**src/rtl/gpio_int_detect.sv**
```systemverilog
// GPIO input conditioning: two-flop synchroniser, optional prescaled glitch filter per bit,
// and per-bit edge interrupt latching with mask and clear.
module gpio_int_detect #(
   parameter int unsigned WIDTH    = 16,
   parameter int unsigned PRESCALE = 8,
   parameter int unsigned FILT_LEN = 3
) (
   input  logic             Clk,
   input  logic             Reset,
   input  logic [WIDTH-1:0] PortIn,
   input  logic [WIDTH-1:0] FiltEn,
   input  logic [WIDTH-1:0] IntMask,
   input  logic [WIDTH-1:0] IntEdge,
   input  logic [WIDTH-1:0] IntReset,
   output logic [WIDTH-1:0] PortFilt,
   output logic [WIDTH-1:0] IntFilt,
   output logic             IntStatus
);

   localparam int unsigned PreW = (PRESCALE > 1) ? $clog2(PRESCALE) : 1;
   localparam int unsigned CntW = $clog2(FILT_LEN) + 1;
   localparam logic [PreW-1:0] PreMax = PreW'(PRESCALE - 1);
   localparam logic [CntW-1:0] CntMax = CntW'(FILT_LEN - 1);

   logic [WIDTH-1:0] sync1Q, sync2Q;
   logic [WIDTH-1:0] portFiltQ, portFiltD;
   logic [WIDTH-1:0] prevFiltQ;
   logic [WIDTH-1:0] intFiltQ, intFiltD;
   logic [WIDTH-1:0] intEvent;
   logic [PreW-1:0]  preCntQ, preCntD;
   logic             tick;
   logic [CntW-1:0]  cntQ [WIDTH];
   logic [CntW-1:0]  cntD [WIDTH];

   // With PRESCALE=1 PreMax is 0, so the counter sits at 0 and tick is constant high.
   always_comb begin
      tick    = (preCntQ == PreMax);
      preCntD = tick ? '0 : preCntQ + PreW'(1);
   end

   always_comb begin
      portFiltD = portFiltQ;
      cntD      = cntQ;
      for (int i = 0; i < WIDTH; i++) begin
         if (!FiltEn[i]) begin
            portFiltD[i] = sync2Q[i];
            cntD[i]      = '0;
         end else if (tick) begin
            if (sync2Q[i] == portFiltQ[i]) begin
               cntD[i] = '0;
            end else if (cntQ[i] == CntMax) begin
               portFiltD[i] = sync2Q[i];
               cntD[i]      = '0;
            end else begin
               cntD[i] = cntQ[i] + CntW'(1);
            end
         end
      end
   end

   // Events come only from filtered-level transitions, so flipping IntEdge alone is silent.
   always_comb begin
      intEvent = (~IntEdge & portFiltQ & ~prevFiltQ) | (IntEdge & ~portFiltQ & prevFiltQ);
      intFiltD = IntMask & (intEvent | (intFiltQ & ~IntReset));
   end

   always_ff @(posedge Clk or posedge Reset) begin
      if (Reset) begin
         sync1Q    <= '0;
         sync2Q    <= '0;
         portFiltQ <= '0;
         prevFiltQ <= '0;
         intFiltQ  <= '0;
         preCntQ   <= '0;
         cntQ      <= '{default: '0};
      end else begin
         sync1Q    <= PortIn;
         sync2Q    <= sync1Q;
         portFiltQ <= portFiltD;
         prevFiltQ <= portFiltQ;
         intFiltQ  <= intFiltD;
         preCntQ   <= preCntD;
         cntQ      <= cntD;
      end
   end

   assign PortFilt  = portFiltQ;
   assign IntFilt   = intFiltQ;
   assign IntStatus = |intFiltQ;

endmodule

```
**config.mk**
```make
export PLATFORM = sky130hd
export DESIGN_NAME = gpio_int_detect
export DESIGN_NICKNAME = d
export VERILOG_FILES = /design/src/rtl/gpio_int_detect.sv
export SDC_FILE = /design/constraint.sdc
export NUM_CORES = 1
export LEC_CHECK = 0
export CAP_MARGIN = 30
export CORE_UTILIZATION = 51
export CTS_CLUSTER_SIZE = 30
export DETAILED_ROUTE_END_ITERATION = 12
export PLACE_DENSITY = 0.85
export SYNTH_ARGS = -nofsm -noshare
export SYNTH_HDL_FRONTEND = slang
export SYNTH_SLANG_ARGS = --single-unit
export TNS_END_PERCENT = 5
```
**constraint.sdc**
```tcl
create_clock -name Clk -period 4.7 [get_ports Clk]
set_clock_uncertainty 0.15 [all_clocks]
set_input_delay 0.47 -clock Clk [delete_from_list [all_inputs] [get_ports Clk]]
set_output_delay 0.47 -clock Clk [all_outputs]
set_load 0.03 [all_outputs]
```
==> results of run 1 <==
cell families (layout without fill, tap and decap cells):
family	after synthesis	count (layout)	synth area share
AOI/OAI and AO/OA	101	101	0.131
xor gates and xnor gates	16	16	0.0246
adders and majority gates	2	2	0.00439
buffers and inverters	30	165	0.0283
DFF	131	131	0.575
muxes	17	17	0.0334
and+or+nand+nor	200	200	0.203
power by group:
part / total [mW] / leakage (nW) / internal [mW] / switching, mW
logic: 0.327 / 1.06 / 0.163 / 0.163
registers: 1.25 / 1.66 / 1.19 / 0.0581
clock network: 1.18 / 0.264 / 0.753 / 0.429
per-stage QoR:
step	total power [mW]	hold slack, ps	utilization	instance area [um2]
floorplan	1.42	181	-	5700
global placement	1.58	183	0.641	6950
detailed placement	1.59	185	0.641	6950
CTS	2.78	195	0.690	7480
global route	2.87	207	0.690	7480
finish	2.76	197	0.690	7480
how the worst max path moves through the flow:
stage,to,cells past startpoint
after CTS,PortFilt[12]$_DFFE_PP0P_,5
final,IntStatus,3
after global placement,PortFilt[12]$_DFFE_PP0P_,5
after global routing,PortFilt[12]$_DFFE_PP0P_,5
after detailed placement,PortFilt[12]$_DFFE_PP0P_,5
after floorplan,IntFilt[0]$_DFF_PP0_,1
cell usage in the layout (no fill, tap or decap), types with 13 or more instances in the layout:
master / netlist / final
a21oi_1: 15 / 15
nand4b_1: 14 / 14
dfrtp_1: 131 / 131
clkbuf_16: 0 / 16
nand2_1: 48 / 48
nor2b_1: 19 / 19
nor2_1: 15 / 15
nand4_1: 27 / 27
inv_1: 19 / 18
mux2_2: 15 / 15
o31a_1: 16 / 16
xor2_1: 16 / 16
nand2b_1: 22 / 22
o211ai_1: 13 / 13
nor3b_1: 16 / 16
nand3_1: 18 / 18
clkdlybuf4s50_1: 0 / 114
a22oi_1: 13 / 13
state kept, by name (all words and copies together), names as in the netlist:
signal	count
sync2Q	16
prevFiltQ	16
preCntQ	3
sync1Q	16
cntQ	48
IntFilt	16
PortFilt	16
layer usage:
layer	vias to the layer above	routed length (um)
li1	2074	-
met1	2212	4850
met2	120	6420
met3	15	628
met4	0	194
met5	-	0
area by class of cell:
type / instances / area [um2]
fillers: 812 / 3360
repair buffers: 116 / 1160
well taps: 140 / 175
clock inverters: 7 / 85.1
flip-flops and latches: 131 / 3280
multi-input cells: 336 / 2260
clock buffers: 22 / 443
inverters: 20 / 77.6
critical path: cells and delay by family, from the launching register on:
family / cells / cell delay (ps)
buffers and inverters: 1 / 650
DFF: 1 / 400
and+or+nand+nor: 2 / 700
==> flow_summary_export.csv, run 1 <==
group,metric,value,unit
power,irDropWorstVdd,0.000245,V
die,placementRows,38,
worst_setup_path,rr_endpoint,"PortFilt[12]$_DFFE_PP0P_",
placed_design,io_buffers,114,
logic_synthesis,synth.most_common_cell,"dfrtp_1",
logic_synthesis,syn_avg_cell_area,11.5,um2
worst_setup_path,worst-r2r-setup-slack,1840,ps
drt,drtAntennaViolNets,0,
placed_design,hpwlAfterDp,8.28,mm
global_routing,track_usage,0.224,
timing,finalHoldViolations,0,
cts,cts_hold_buf,0,
min_path,min_from,"sync1Q[4]$_DFF_PP0_",
logic_synthesis,synth_nets,581,
worst_setup_path,worst_setup_path_end_kind,"output port",
worst_setup_path,path_cells,"nor4_1 > nand4_1 > clkdlybuf4s50_1",
global_routing,busiest_layer,"met2",
cts,clk_latency,510,ps
die,initial_core_util,0.526,
logic_synthesis,synth_edf_count,0,
die,die_area,11600,um2
placed_design,gp_congestion,0.729,
logic_synthesis,seq_area_frac_synth,0.575,
cts,cts_resized,0,
worst_setup_path,start_kind,"register",
logic_synthesis,yosysTopAreaCellShare,0.575,
logic_synthesis,synthCells,497,
timing,slew_headroom,0.419,
placed_design,dpl_worst_slack,1830,ps
drt,avgViaCountPerCell,5.73,
layout,antennaDiodeCount,0,
cts,post_cts_buffers,0,
drt,drc,0,
timing,max_slew.worst_pin.slew,870,ps
global_routing,overflow,0,
drt,wl_per_cell,15.7,um
logic_synthesis,synth_area_leader_cell,"dfrtp_1",
drt,first_pass_iters,4,
die,die_y,108,um
cts,htreeDepth,4,
global_routing,grt_max_degree,71,
min_path,holdPathStages,0,
global_routing,grt.met2_usage,0.388,
worst_setup_path,cp.arrival,2270,ps
global_routing,met3_usage,0.0642,
die,io_pins,115,
layout,nNetsFinal,706,
worst_setup_path,slowest_delay,650,ps
logic_synthesis,syn_area,5700,um2
timing,finalCritPeriodShare,0.614,
logic_synthesis,ys_top_cells_by_area,"dfrtp_1, nand2_1, mux2_2",
timing,finalWorstSetupSlack,1810,ps
timing,setup_viol,0,
logic_synthesis,synthArstFlopShare,1.00,
worst_setup_path,rr_worst_depth,5,
worst_setup_path,r2r_start,"preCntQ[0]$_DFF_PP0_",
timing,fmax,346,MHz
logic_synthesis,synth_cell_types,41,
global_routing,grt_pass1_vias,4629,
worst_setup_path,criticalPathCategory,"register to output port",
global_routing,grt_pass1_wl,20.2,mm
drt,vias,4421,
timing,fin_crit,2890,ps
cts,cts_buffers,17,
drt,drt-total-wl,12.1,mm
global_routing,use_met1,0.256,
min_path,min_to,"sync2Q[4]$_DFF_PP0_",
layout,syn2layout_area_growth,31.2,%
logic_synthesis,ys_ff_latch,131,
logic_synthesis,synth_common_cells,"dfrtp_1, nand2_1, nand4_1, nand2b_1",
timing,setup_tns,0,ps
cts,path_clk_slew,60,ps
die,core_area,10800,um2
min_path,min_path_type,"register to register",
worst_setup_path,required,4080,ps
timing,rsz0062_at_grt,"false",
worst_setup_path,startpoint,"IntFilt[13]$_DFF_PP0_",
drt,drtIter0Drc,178,
job,max_cap_viol_count,0,
run_status,status,"complete, no violations",
power,power_density,369,nW/um2
die,die_w,108,um
layout,finalNonFillerCells,772,
cts,clk_path_buf_depth,2,
placed_design,dp_cells,743,
power,p_leak,2.98,nW
worst_setup_path,cp_slowest_cell,"clkdlybuf4s50_1",
cts,root_buffer,"clkbuf_8",
logic_synthesis,ys.flop_type,"dfrtp_1",
worst_setup_path,cp_max_fo,3,
logic_synthesis,yosys_warnings,0,
cts,cts_tree,"yes",
layout,layout-drive-gt1-share,0.0759,
cts,cts.sinks,131,
timing,drv_slew,0,
global_routing,antenna_found_initial,0,
(Power assumes the default switching activity.)
==> run 2, diff against run 1 <==
- clock period: 4.7 -> 2.82 ns (I/O delays scaled with it)
==> flow_summary_export.csv, run 2 (same netlist as run 1, synthesis figures left out) <==
group,metric,value,unit
die,die_area,11600,um2
cts,clk_latency,520,ps
worst_setup_path,rr_worst_depth,6,
die,initial_core_util,0.526,
global_routing,grt_max_degree,66,
cts,htreeDepth,4,
cts,clk_path_buf_depth,2,
placed_design,gp_congestion,0.779,
min_path,holdPathStages,1,
layout,finalNonFillerCells,780,
cts,root_buffer,"clkbuf_8",
timing,max_slew.worst_pin.slew,797,ps
layout,layout-drive-gt1-share,0.0906,
timing,setup_viol,0,
layout,mostFrequentLayoutCells,"dfrtp_1, clkdlybuf4s50_1, nand2_1",
timing,finalWorstSetupSlack,148,ps
cts,cts_buffers,17,
placed_design,place_area,6990,um2
timing,finalHoldViolations,0,
timing,rsz0062_at_grt,"false",
drt,avgViaCountPerCell,5.71,
timing,holdWs,44.8,ps
worst_setup_path,start_kind,"register",
die,core_area,10800,um2
worst_setup_path,path_buf_inv,1,
global_routing,grt_pass1_wl,20.1,mm
global_routing,track_usage,0.228,
min_path,min_path_type,"input pin to register",
worst_setup_path,path_cells,"nor4_1 > nand4_1 > clkdlybuf4s50_1",
worst_setup_path,worst_setup_path_end_kind,"output port",
die,die_w,108,um
timing,drv_slew,0,
layout,seqCellArea,3280,um2
drt,first_pass_iters,4,
layout,antennaDiodeCount,0,
cts,cts.sinks,131,
drt,drtAntennaViolNets,0,
worst_setup_path,rr_endpoint,"PortFilt[11]$_DFFE_PP0P_",
die,placementRows,38,
worst_setup_path,crit_family,"buffers and inverters",
drt,drt-total-wl,12.2,mm
drt,wl_per_cell,15.6,um
worst_setup_path,required,2390,ps
layout,finish.instance_area,7610,um2
power,p_comb_frac,0.113,
die,io_pins,115,
timing,slew_headroom,0.469,
cts,path_clk_slew,60,ps
power,power_density,639,nW/um2
worst_setup_path,slowest_delay,660,ps
die,die_y,108,um
placed_design,hpwlAfterDp,8.35,mm
placed_design,io_buffers,114,
global_routing,antenna_found_initial,0,
power,clkPwrFrac,0.459,
worst_setup_path,cp_max_fo,3,
timing,setup_tns,0,ps
worst_setup_path,worst-r2r-setup-slack,830,ps
layout,fillers,729,
worst_setup_path,cp.arrival,2240,ps
timing,fin_crit,2670,ps
layout,largest_reg_flops,48,
power,power.internal,3.72,mW
worst_setup_path,r2r_start,"preCntQ[0]$_DFF_PP0_",
power,switchingPower,1.14,mW
timing,finalCritPeriodShare,0.947,
power,p_leak,3.04,nW
power,irDropWorstVdd,0.000539,V
layout,final_common_cell,"dfrtp_1",
global_routing,overflow,0,
drt,drtIter0Drc,193,
worst_setup_path,criticalPathCategory,"register to output port",
layout,multi_input_area,2260,um2
layout,syn2layout_area_growth,33.6,%
worst_setup_path,startpoint,"IntFilt[13]$_DFF_PP0_",
worst_setup_path,cp_num_cells,3,
worst_setup_path,cp_slowest_cell,"clkdlybuf4s50_1",
worst_setup_path,worstSetupEndpoint,"IntStatus",
job,max_cap_viol_count,0,
global_routing,grt_pass1_vias,4451,
cts,cts_tree,"yes",
placed_design,dpl_worst_slack,673,ps
cts,cts_resized,0,
timing,fmax,374,MHz
layout,nNetsFinal,711,
drt,vias,4450,
placed_design,dp_cells,747,
drt,drc,0,
layout,regMostFlops,"cntQ",
cts,cts_hold_buf,1,
power,p_sw_frac,0.235,
run_status,status,"complete, no violations",
cts,post_cts_buffers,0,
power,pwr-share-seq,0.428,
run 2: per-layer routing:
metal / routed length, um / vias up / track usage / part of all wire
met5: 0 / - / 0 / 0
met3: 704 / 24 / 0.0745 / 0.058
met2: 6250 / 127 / 0.390 / 0.51
met4: 256 / 0 / 0.103 / 0.021
met1: 4940 / 2198 / 0.259 / 0.41
li1: - / 2101 / - / -
run 2: power by group through the flow:
stage / Combinational [mW] / Sequential (mW) / Clock [mW]
6_report: 0.548 / 2.08 / 2.23
3_3_place_gp: 0.534 / 2.10 / 0
2_1_floorplan: 0.191 / 2.18 / 0
5_1_grt: 0.590 / 2.10 / 2.36
4_1_cts: 0.554 / 2.08 / 2.27
3_5_place_dp: 0.548 / 2.11 / 0
run 2: through the flow:
step,util,power (mW)
2_1_floorplan,-,2.37
3_3_place_gp,0.645,2.64
3_5_place_dp,0.645,2.66
4_1_cts,0.702,4.91
5_1_grt,0.702,5.05
6_report,0.702,4.86
run 2: cell type report:
| cell class | count | area share |
|---|---|---|
| clock buffers | 23 | 0.0639 |
| multi-input cells | 336 | 0.297 |
| flip-flops and latches | 131 | 0.431 |
| clock inverters | 9 | 0.0164 |
| inverters | 20 | 0.0104 |
| repair buffers | 121 | 0.159 |
| well taps | 140 | 0.0230 |
run 2: worst min path at each step:
stage	startpoint	end	slack (ps)
2_1_floorplan	PortIn[0]	sync1Q[0]$_DFF_PP0_	160
3_3_place_gp	sync1Q[15]$_DFF_PP0_	sync2Q[15]$_DFF_PP0_	180
3_5_place_dp	sync1Q[3]$_DFF_PP0_	sync2Q[3]$_DFF_PP0_	190
4_1_cts	PortIn[8]	sync1Q[8]$_DFF_PP0_	20
5_1_grt	PortIn[2]	sync1Q[2]$_DFF_PP0_	20
6_report	PortIn[12]	sync1Q[12]$_DFF_PP0_	40
